## src/rtl/median_filter_pkg.sv

```systemverilog
// Shared definitions for the median filter RX/TX framers: FSM encodings,
// aux sideband bit positions and the line FIFO word layout.
package median_filter_pkg;

    typedef enum logic [1:0] {
        MF_RX_IDLE  = 2'd0,
        MF_RX_RECV  = 2'd1,
        MF_RX_PAD   = 2'd2,
        MF_RX_DRAIN = 2'd3
    } mf_rx_state_e;

    localparam int AUX_SOF  = 0;
    localparam int AUX_EOL  = 1;
    localparam int AUX_CORE = 2;

    // The mask bit sits directly above the pixel in every line FIFO word.
    function automatic int mf_mask_pos(input int dw_vd);
        return dw_vd;
    endfunction

endpackage

```

## src/rtl/median_filter_rx.sv

```systemverilog
// Receive-side framer: writes masked pixels into the line FIFO cascade and
// appends SIZE/2 padding lines per frame. Optional checks: MF_RX_ERR_CHK_EN.
module median_filter_rx
    import median_filter_pkg::*;
#(
    parameter int SIZE  = 3,
    parameter int DW_VD = 14,
    parameter int DW_VX = 4,
    parameter int DW_MD = 16
) (
    input  logic             clk,
    input  logic             rstb,
    input  logic [DW_MD-1:0] iw,
    input  logic [DW_MD-1:0] ih,
    input  logic [DW_VX-1:0] aux,
    input  logic [DW_VD-1:0] dat,
    input  logic             val,
    output logic             rdy,
    input  logic             line_fifo_afull,
    output logic             line_wr_en,
    output logic [DW_VD:0]   line_wr_dat,
    output logic [15:0]      rcvd_line_cntr,
    input  logic [15:0]      sent_line_cntr,
    output logic             frame_err
);

    localparam int PAD_LINES = SIZE / 2;
    localparam int MASK_POS  = mf_mask_pos(DW_VD);

    mf_rx_state_e     state_q, state_d;
    logic [DW_MD-1:0] iw_q, iw_d;
    logic [DW_MD-1:0] ih_q, ih_d;
    logic [DW_MD-1:0] pix_cntr_q, pix_cntr_d;
    logic [DW_MD-1:0] line_cntr_q, line_cntr_d;
    logic [DW_MD-1:0] pad_pix_q, pad_pix_d;
    logic [DW_MD-1:0] pad_line_q, pad_line_d;
    logic [15:0]      rcvd_q, rcvd_d;
    logic             wr_en_q, wr_en_d;
    logic [DW_VD:0]   wr_dat_q, wr_dat_d;

    logic             accept;
    logic             sof;
    logic             eol;
    logic             take_pixel;
    logic             line_last;
    logic             frame_last;
    logic             pad_pix_last;
    logic             pad_line_last;
    logic             drain_done;
    logic [DW_MD-1:0] width_cur;
    logic [DW_MD-1:0] height_cur;

    assign rdy    = rstb && ((state_q == MF_RX_IDLE) || (state_q == MF_RX_RECV)) && !line_fifo_afull;
    assign accept = val && rdy;
    assign sof    = aux[AUX_SOF];
    assign eol    = aux[AUX_EOL];

    // The sof beat is compared against the live iw/ih since they latch on that same edge.
    assign width_cur  = (state_q == MF_RX_IDLE) ? iw : iw_q;
    assign height_cur = (state_q == MF_RX_IDLE) ? ih : ih_q;

    assign take_pixel    = accept && (((state_q == MF_RX_IDLE) && sof) || (state_q == MF_RX_RECV));
    assign line_last     = (pix_cntr_q == width_cur - DW_MD'(1));
    assign frame_last    = line_last && (line_cntr_q == height_cur - DW_MD'(1));
    assign pad_pix_last  = (pad_pix_q == iw_q - DW_MD'(1));
    assign pad_line_last = (pad_line_q == DW_MD'(PAD_LINES - 1));
    assign drain_done    = (32'(sent_line_cntr) == 32'(ih_q));

    always_comb begin
        state_d     = state_q;
        iw_d        = iw_q;
        ih_d        = ih_q;
        pix_cntr_d  = pix_cntr_q;
        line_cntr_d = line_cntr_q;
        pad_pix_d   = pad_pix_q;
        pad_line_d  = pad_line_q;
        rcvd_d      = rcvd_q;
        wr_en_d     = 1'b0;
        wr_dat_d    = wr_dat_q;

        case (state_q)
            MF_RX_IDLE: begin
                if (take_pixel) begin
                    iw_d    = iw;
                    ih_d    = ih;
                    state_d = MF_RX_RECV;
                end
            end
            MF_RX_RECV: begin
            end
            MF_RX_PAD: begin
                if (!line_fifo_afull) begin
                    wr_en_d  = 1'b1;
                    wr_dat_d = '0;
                    if (pad_pix_last) begin
                        pad_pix_d = '0;
                        if (pad_line_last) begin
                            pad_line_d = '0;
                            state_d    = MF_RX_DRAIN;
                        end else begin
                            pad_line_d = pad_line_q + DW_MD'(1);
                        end
                    end else begin
                        pad_pix_d = pad_pix_q + DW_MD'(1);
                    end
                end
            end
            MF_RX_DRAIN: begin
                if (drain_done) begin
                    rcvd_d      = '0;
                    line_cntr_d = '0;
                    pix_cntr_d  = '0;
                    state_d     = MF_RX_IDLE;
                end
            end
            default: state_d = MF_RX_IDLE;
        endcase

        // Line end is decided by the pixel counter alone; eol only feeds the checker.
        if (take_pixel) begin
            wr_en_d                  = 1'b1;
            wr_dat_d[MASK_POS]       = 1'b1;
            wr_dat_d[DW_VD-1:0]      = dat;
            if (line_last) begin
                pix_cntr_d  = '0;
                line_cntr_d = line_cntr_q + DW_MD'(1);
                if (32'(rcvd_q) < 32'(height_cur)) begin
                    rcvd_d = rcvd_q + 16'd1;
                end
                if (frame_last) begin
                    pad_pix_d  = '0;
                    pad_line_d = '0;
                    state_d    = (PAD_LINES == 0) ? MF_RX_DRAIN : MF_RX_PAD;
                end
            end else begin
                pix_cntr_d = pix_cntr_q + DW_MD'(1);
            end
        end
    end

    always_ff @(posedge clk or negedge rstb) begin
        if (!rstb) begin
            state_q     <= MF_RX_IDLE;
            iw_q        <= '0;
            ih_q        <= '0;
            pix_cntr_q  <= '0;
            line_cntr_q <= '0;
            pad_pix_q   <= '0;
            pad_line_q  <= '0;
            rcvd_q      <= '0;
            wr_en_q     <= 1'b0;
            wr_dat_q    <= '0;
        end else begin
            state_q     <= state_d;
            iw_q        <= iw_d;
            ih_q        <= ih_d;
            pix_cntr_q  <= pix_cntr_d;
            line_cntr_q <= line_cntr_d;
            pad_pix_q   <= pad_pix_d;
            pad_line_q  <= pad_line_d;
            rcvd_q      <= rcvd_d;
            wr_en_q     <= wr_en_d;
            wr_dat_q    <= wr_dat_d;
        end
    end

    assign line_wr_en     = wr_en_q;
    assign line_wr_dat    = wr_dat_q;
    assign rcvd_line_cntr = rcvd_q;

`ifdef MF_RX_ERR_CHK_EN
    logic err_q, err_d;
    logic aux_unused;

    assign aux_unused = ^aux[DW_VX-1:AUX_CORE];

    // Any number of violations on one beat collapse into a single pulse.
    always_comb begin
        err_d = 1'b0;
        if (accept) begin
            if ((state_q == MF_RX_IDLE) && !sof) begin
                err_d = 1'b1;
            end
            if ((state_q == MF_RX_RECV) && sof) begin
                err_d = 1'b1;
            end
            if (take_pixel && (eol != line_last)) begin
                err_d = 1'b1;
            end
        end
    end

    always_ff @(posedge clk or negedge rstb) begin
        if (!rstb) begin
            err_q <= 1'b0;
        end else begin
            err_q <= err_d;
        end
    end

    assign frame_err = err_q;
`else
    logic aux_unused;

    assign aux_unused = ^{aux[DW_VX-1:AUX_CORE], eol};
    assign frame_err  = 1'b0;
`endif

endmodule

```

## config.mk

```make
export PLATFORM = sky130hd
export DESIGN_NAME = median_filter_rx
export DESIGN_NICKNAME = d
export VERILOG_FILES = /design/src/rtl/median_filter_pkg.sv /design/src/rtl/median_filter_rx.sv
export SDC_FILE = /design/constraint.sdc
export NUM_CORES = 1
export LEC_CHECK = 0
export BUFFER_PORTS_ARGS = -buffer_cell sky130_fd_sc_hd__buf_4
export CORE_ASPECT_RATIO = 0.6
export CORE_MARGIN = 4
export CORE_UTILIZATION = 54
export CTS_CLUSTER_DIAMETER = 100
export DETAILED_ROUTE_END_ITERATION = 16
export GPL_TIMING_DRIVEN = 0
export PLACE_DENSITY_LB_ADDON = 0.3
export SYNTH_ARGS = -nofsm -noshare
export SYNTH_HDL_FRONTEND = slang
export SYNTH_SLANG_ARGS = --single-unit
```

## constraint.sdc

```tcl
create_clock -name clk -period 3.95 [get_ports clk]
set_clock_uncertainty 0.05 [all_clocks]
set_input_delay 0.79 -clock clk [delete_from_list [all_inputs] [get_ports clk]]
set_output_delay 0.79 -clock clk [all_outputs]
set_load 0.05 [all_outputs]
```

==> flow_summary.ini <==
[outcome]
status = finished, final reports clean

[worst_setup_path]
r2r-end = rcvd_line_cntr[10]
r2r-start = state_q[0]
path_max_fanout = 10
crit_buf_inv = 3
path_depth = 13
crit_family = compound AO/OA/AOI/OAI gates
critPathLaunchType = flop
crit_top_cell = a21oi_1
cp_slowest_cell = mux2i_2
cp.required_ps = 4200
r2r_slack_ps = 50
arrival_ps = 4150
max_stage_delay_ps = 520
r2r_cells = 13
crit_chain = buf_6 > or2_1 > buf_2 > mux2i_2 > ha_1 > a21oi_1 > a21oi_1 > a2111oi_1 > a21oi_1 > a2111oi_4 > a31o_2 > clkbuf_2 > o21ai_0
path_class = reg2reg
end_kind = flop

[synthesis]
synth-xor-area-share_pct = 9.416
ys_ff_latch = 130
synthAdderAreaFrac_pct = 3.224
syn_inst = 1031
synth_ff_type = dfrtp_1
synthDistinctLibCells = 82
synth_nets = 1125
ys_seq_area_share_pct = 34.92
synth_compound_area_share_pct = 15.49
synth_top_cell_area_share_pct = 34.92
synth_area_leaders = dfrtp_1 35%, xnor2_1 6.6%, mux2i_1 4.1%
synth_area_sq_um = 9315
avgSynthCellArea_sq_um = 9.035
yosys.area_share.simple_pct = 24.14
synth.area.mux_share_pct = 8.220
synth_edf_count = 0
synth-async-reset-ratio_pct = 100.0
yosys_warnings = 0
synth_top_family_by_area = simple AND/OR/NAND/NOR gates
synth_top_cell_by_area = dfrtp_1

[clocking]
cts_buffers = 17
cts-hold-fix-buffers = 0
clkSinkCount = 130
clk_latency_ps = 430
root_buffer = clkbuf_16
cts_buffer_depth = 2
h-tree-depth = 4
cts_tree = yes
clk_pin_slew_ps = 70

[pwr]
p_comb_share_pct = 11.5
pwr-share-clk_pct = 47.5
powerDensity_nw_per_um2 = 308.6
power_leakage_nw = 5.110
power.total_mw = 3.457
ir_drop_v = 0.0003028
p_sw_share_pct = 28.86
intPower_mw = 2.460
power.switching_mw = 0.9977
pwr-share-seq_pct = 41.1

[timing]
worst_slack_ps = 52.80
drv_slew = 0
fin_hold_ws_ps = 283.4
fin_crit_sh_pct = 98.66
rsz0062_at_grt = false
setup_viol = 0
slew_headroom_pct = 39.47
hold_viol = 0
min_period_ps = 3897
fmax_mhz = 256.6
worst_slew_pin_slew_ps = 899.7

[floorplanning]
coreArea_sq_um = 16580
num_rows = 36
start_util_pct = 56.20
die_w_microns = 177.6
die_h_microns = 109.7
die_area_sq_um = 19480
pin_count = 104

[grt]
grt_pass1_vias = 8100
antenna_found_initial = 0
grt-ovfl-total = 0
grt_max_degree = 72
track_usage_pct = 29.23
grt_pass1_wl_microns = 44420

[route]
avgRoutedWirePerCell_microns = 20.40
ant_nets = 0
dr_total_vias = 8841
first_pass_iters = 6
vias_per_cell = 6.333
finalWirelength_microns = 28480
drc_errors = 0
drt_iter0_drc = 1233

[placement]
dp_hpwl_microns = 20760
gp_congestion = 0.9664
place_inst = 1359
detailed_place.area_sq_um = 10380
io_buffers = 99
place_ws_ps = -1108

[cells_and_area]
layout_commonest_cell = dfrtp_1
finalNonFillerCells = 1396
n_antenna_cell = 0
finish.instance_area_sq_um = 11200
final_nets = 1249
drive_above_1_share_pct = 22.09
mostFrequentLayoutCells = 129 x dfrtp_1, 109 x buf_4, 86 x nand2_1, 74 x nor2_1, 70 x xnor2_1
syn_to_final_growth_pct = 20.26

[flow_run]
drv_cap = 0

[hold_path]
min_path_type = in2async
-- per-layer routing --
layer  global-route usage (%)  routed length (microns)
met1                    45.76                    13360
met2                    39.16                    11270
met3                    9.622                     3575
met4                    4.964                      274
met5                        0                        0
-- cell usage after synthesis, types with 11 or more instances --
cell type and n:
o2111ai_1 15, ha_1 24, o21ai_0 39, nor2_1 75, o211ai_1 11, a31oi_1 12
nor2b_1 22, nand4_1 12, mux2_2 33, nand2_1 86, nand3_1 55, nor3_1 21
or3_1 12, xnor2_1 70, dfrtp_1 130, xor2_1 25, clkbuf_1 26, a21oi_1 46
a211o_1 11, mux2i_1 38, buf_2 15, and3_1 35, nor4_1 22, inv_1 29
-- sequential cells by signal (all words and copies together), names as in the netlist --
register	flops
pad_pix_q	16
state_q	2
line_wr_dat	15
iw_q	16
rcvd_line_cntr	16
pad_line_q	16
ih_q	16
line_cntr_q	16
pix_cntr_q	16
line_wr_en	1
-- area by class of cell --
class / instances / area [sq um]
Clock buffer: 17 / 425.4
Clock inverter: 15 / 186.4
Fill cell: 1334 / 5374
Sequential cell: 130 / 3254
Multi-Input combinational cell: 812 / 5778
Tap cell: 228 / 285.3
Inverter: 29 / 108.9
Timing Repair Buffer: 106 / 822.0
Buffer: 59 / 341.6
-- power by group through the flow --
stage                     Combinational (mW)  Clock, mW  Sequential [mW]
final                                  0.396       1.64             1.42
after global routing                   0.430       1.71             1.42
after CTS                              0.383       1.64             1.42
after detailed placement               0.377          0             1.44
after global placement                 0.366          0             1.44
after floorplan                        0.229          0             1.43
-- worst max path at each step --
stage	start	end	slack, ps
after floorplan	state_q[0]	rcvd_line_cntr[0]	80
after global placement	state_q[0]	rcvd_line_cntr[6]	-1080
after detailed placement	state_q[0]	rcvd_line_cntr[10]	-1110
after CTS	state_q[1]	rcvd_line_cntr[6]	1
after global routing	state_q[0]	rcvd_line_cntr[12]	4
final	state_q[0]	rcvd_line_cntr[10]	50
-- through the flow --
stage	utilization, %	TNS [ps]
after floorplan	-	0
after global placement	62.43	-53820
after detailed placement	62.62	-32030
after CTS	67.01	0
after global routing	67.58	0
final	67.58	0
-- what timing repair did --
action                                  4_1_cts  5_1_grt
buffers inserted                              5        1
resized for setup                            19       26
endpoints found under the setup margin       69       70
pin swaps                                     4        1
-- kinds of logic (layout without fill, tap and decap cells) --
family          count (synthesis)  count (layout)
other cells                     1               1
flops                         130             130
fa+ha+maj                      24              24
xor+xnor                       97              97
compound gates                206             206
mux                            72              72
buf+inv                        89             226
simple gates                  412             412
(Power assumes the default switching activity.)
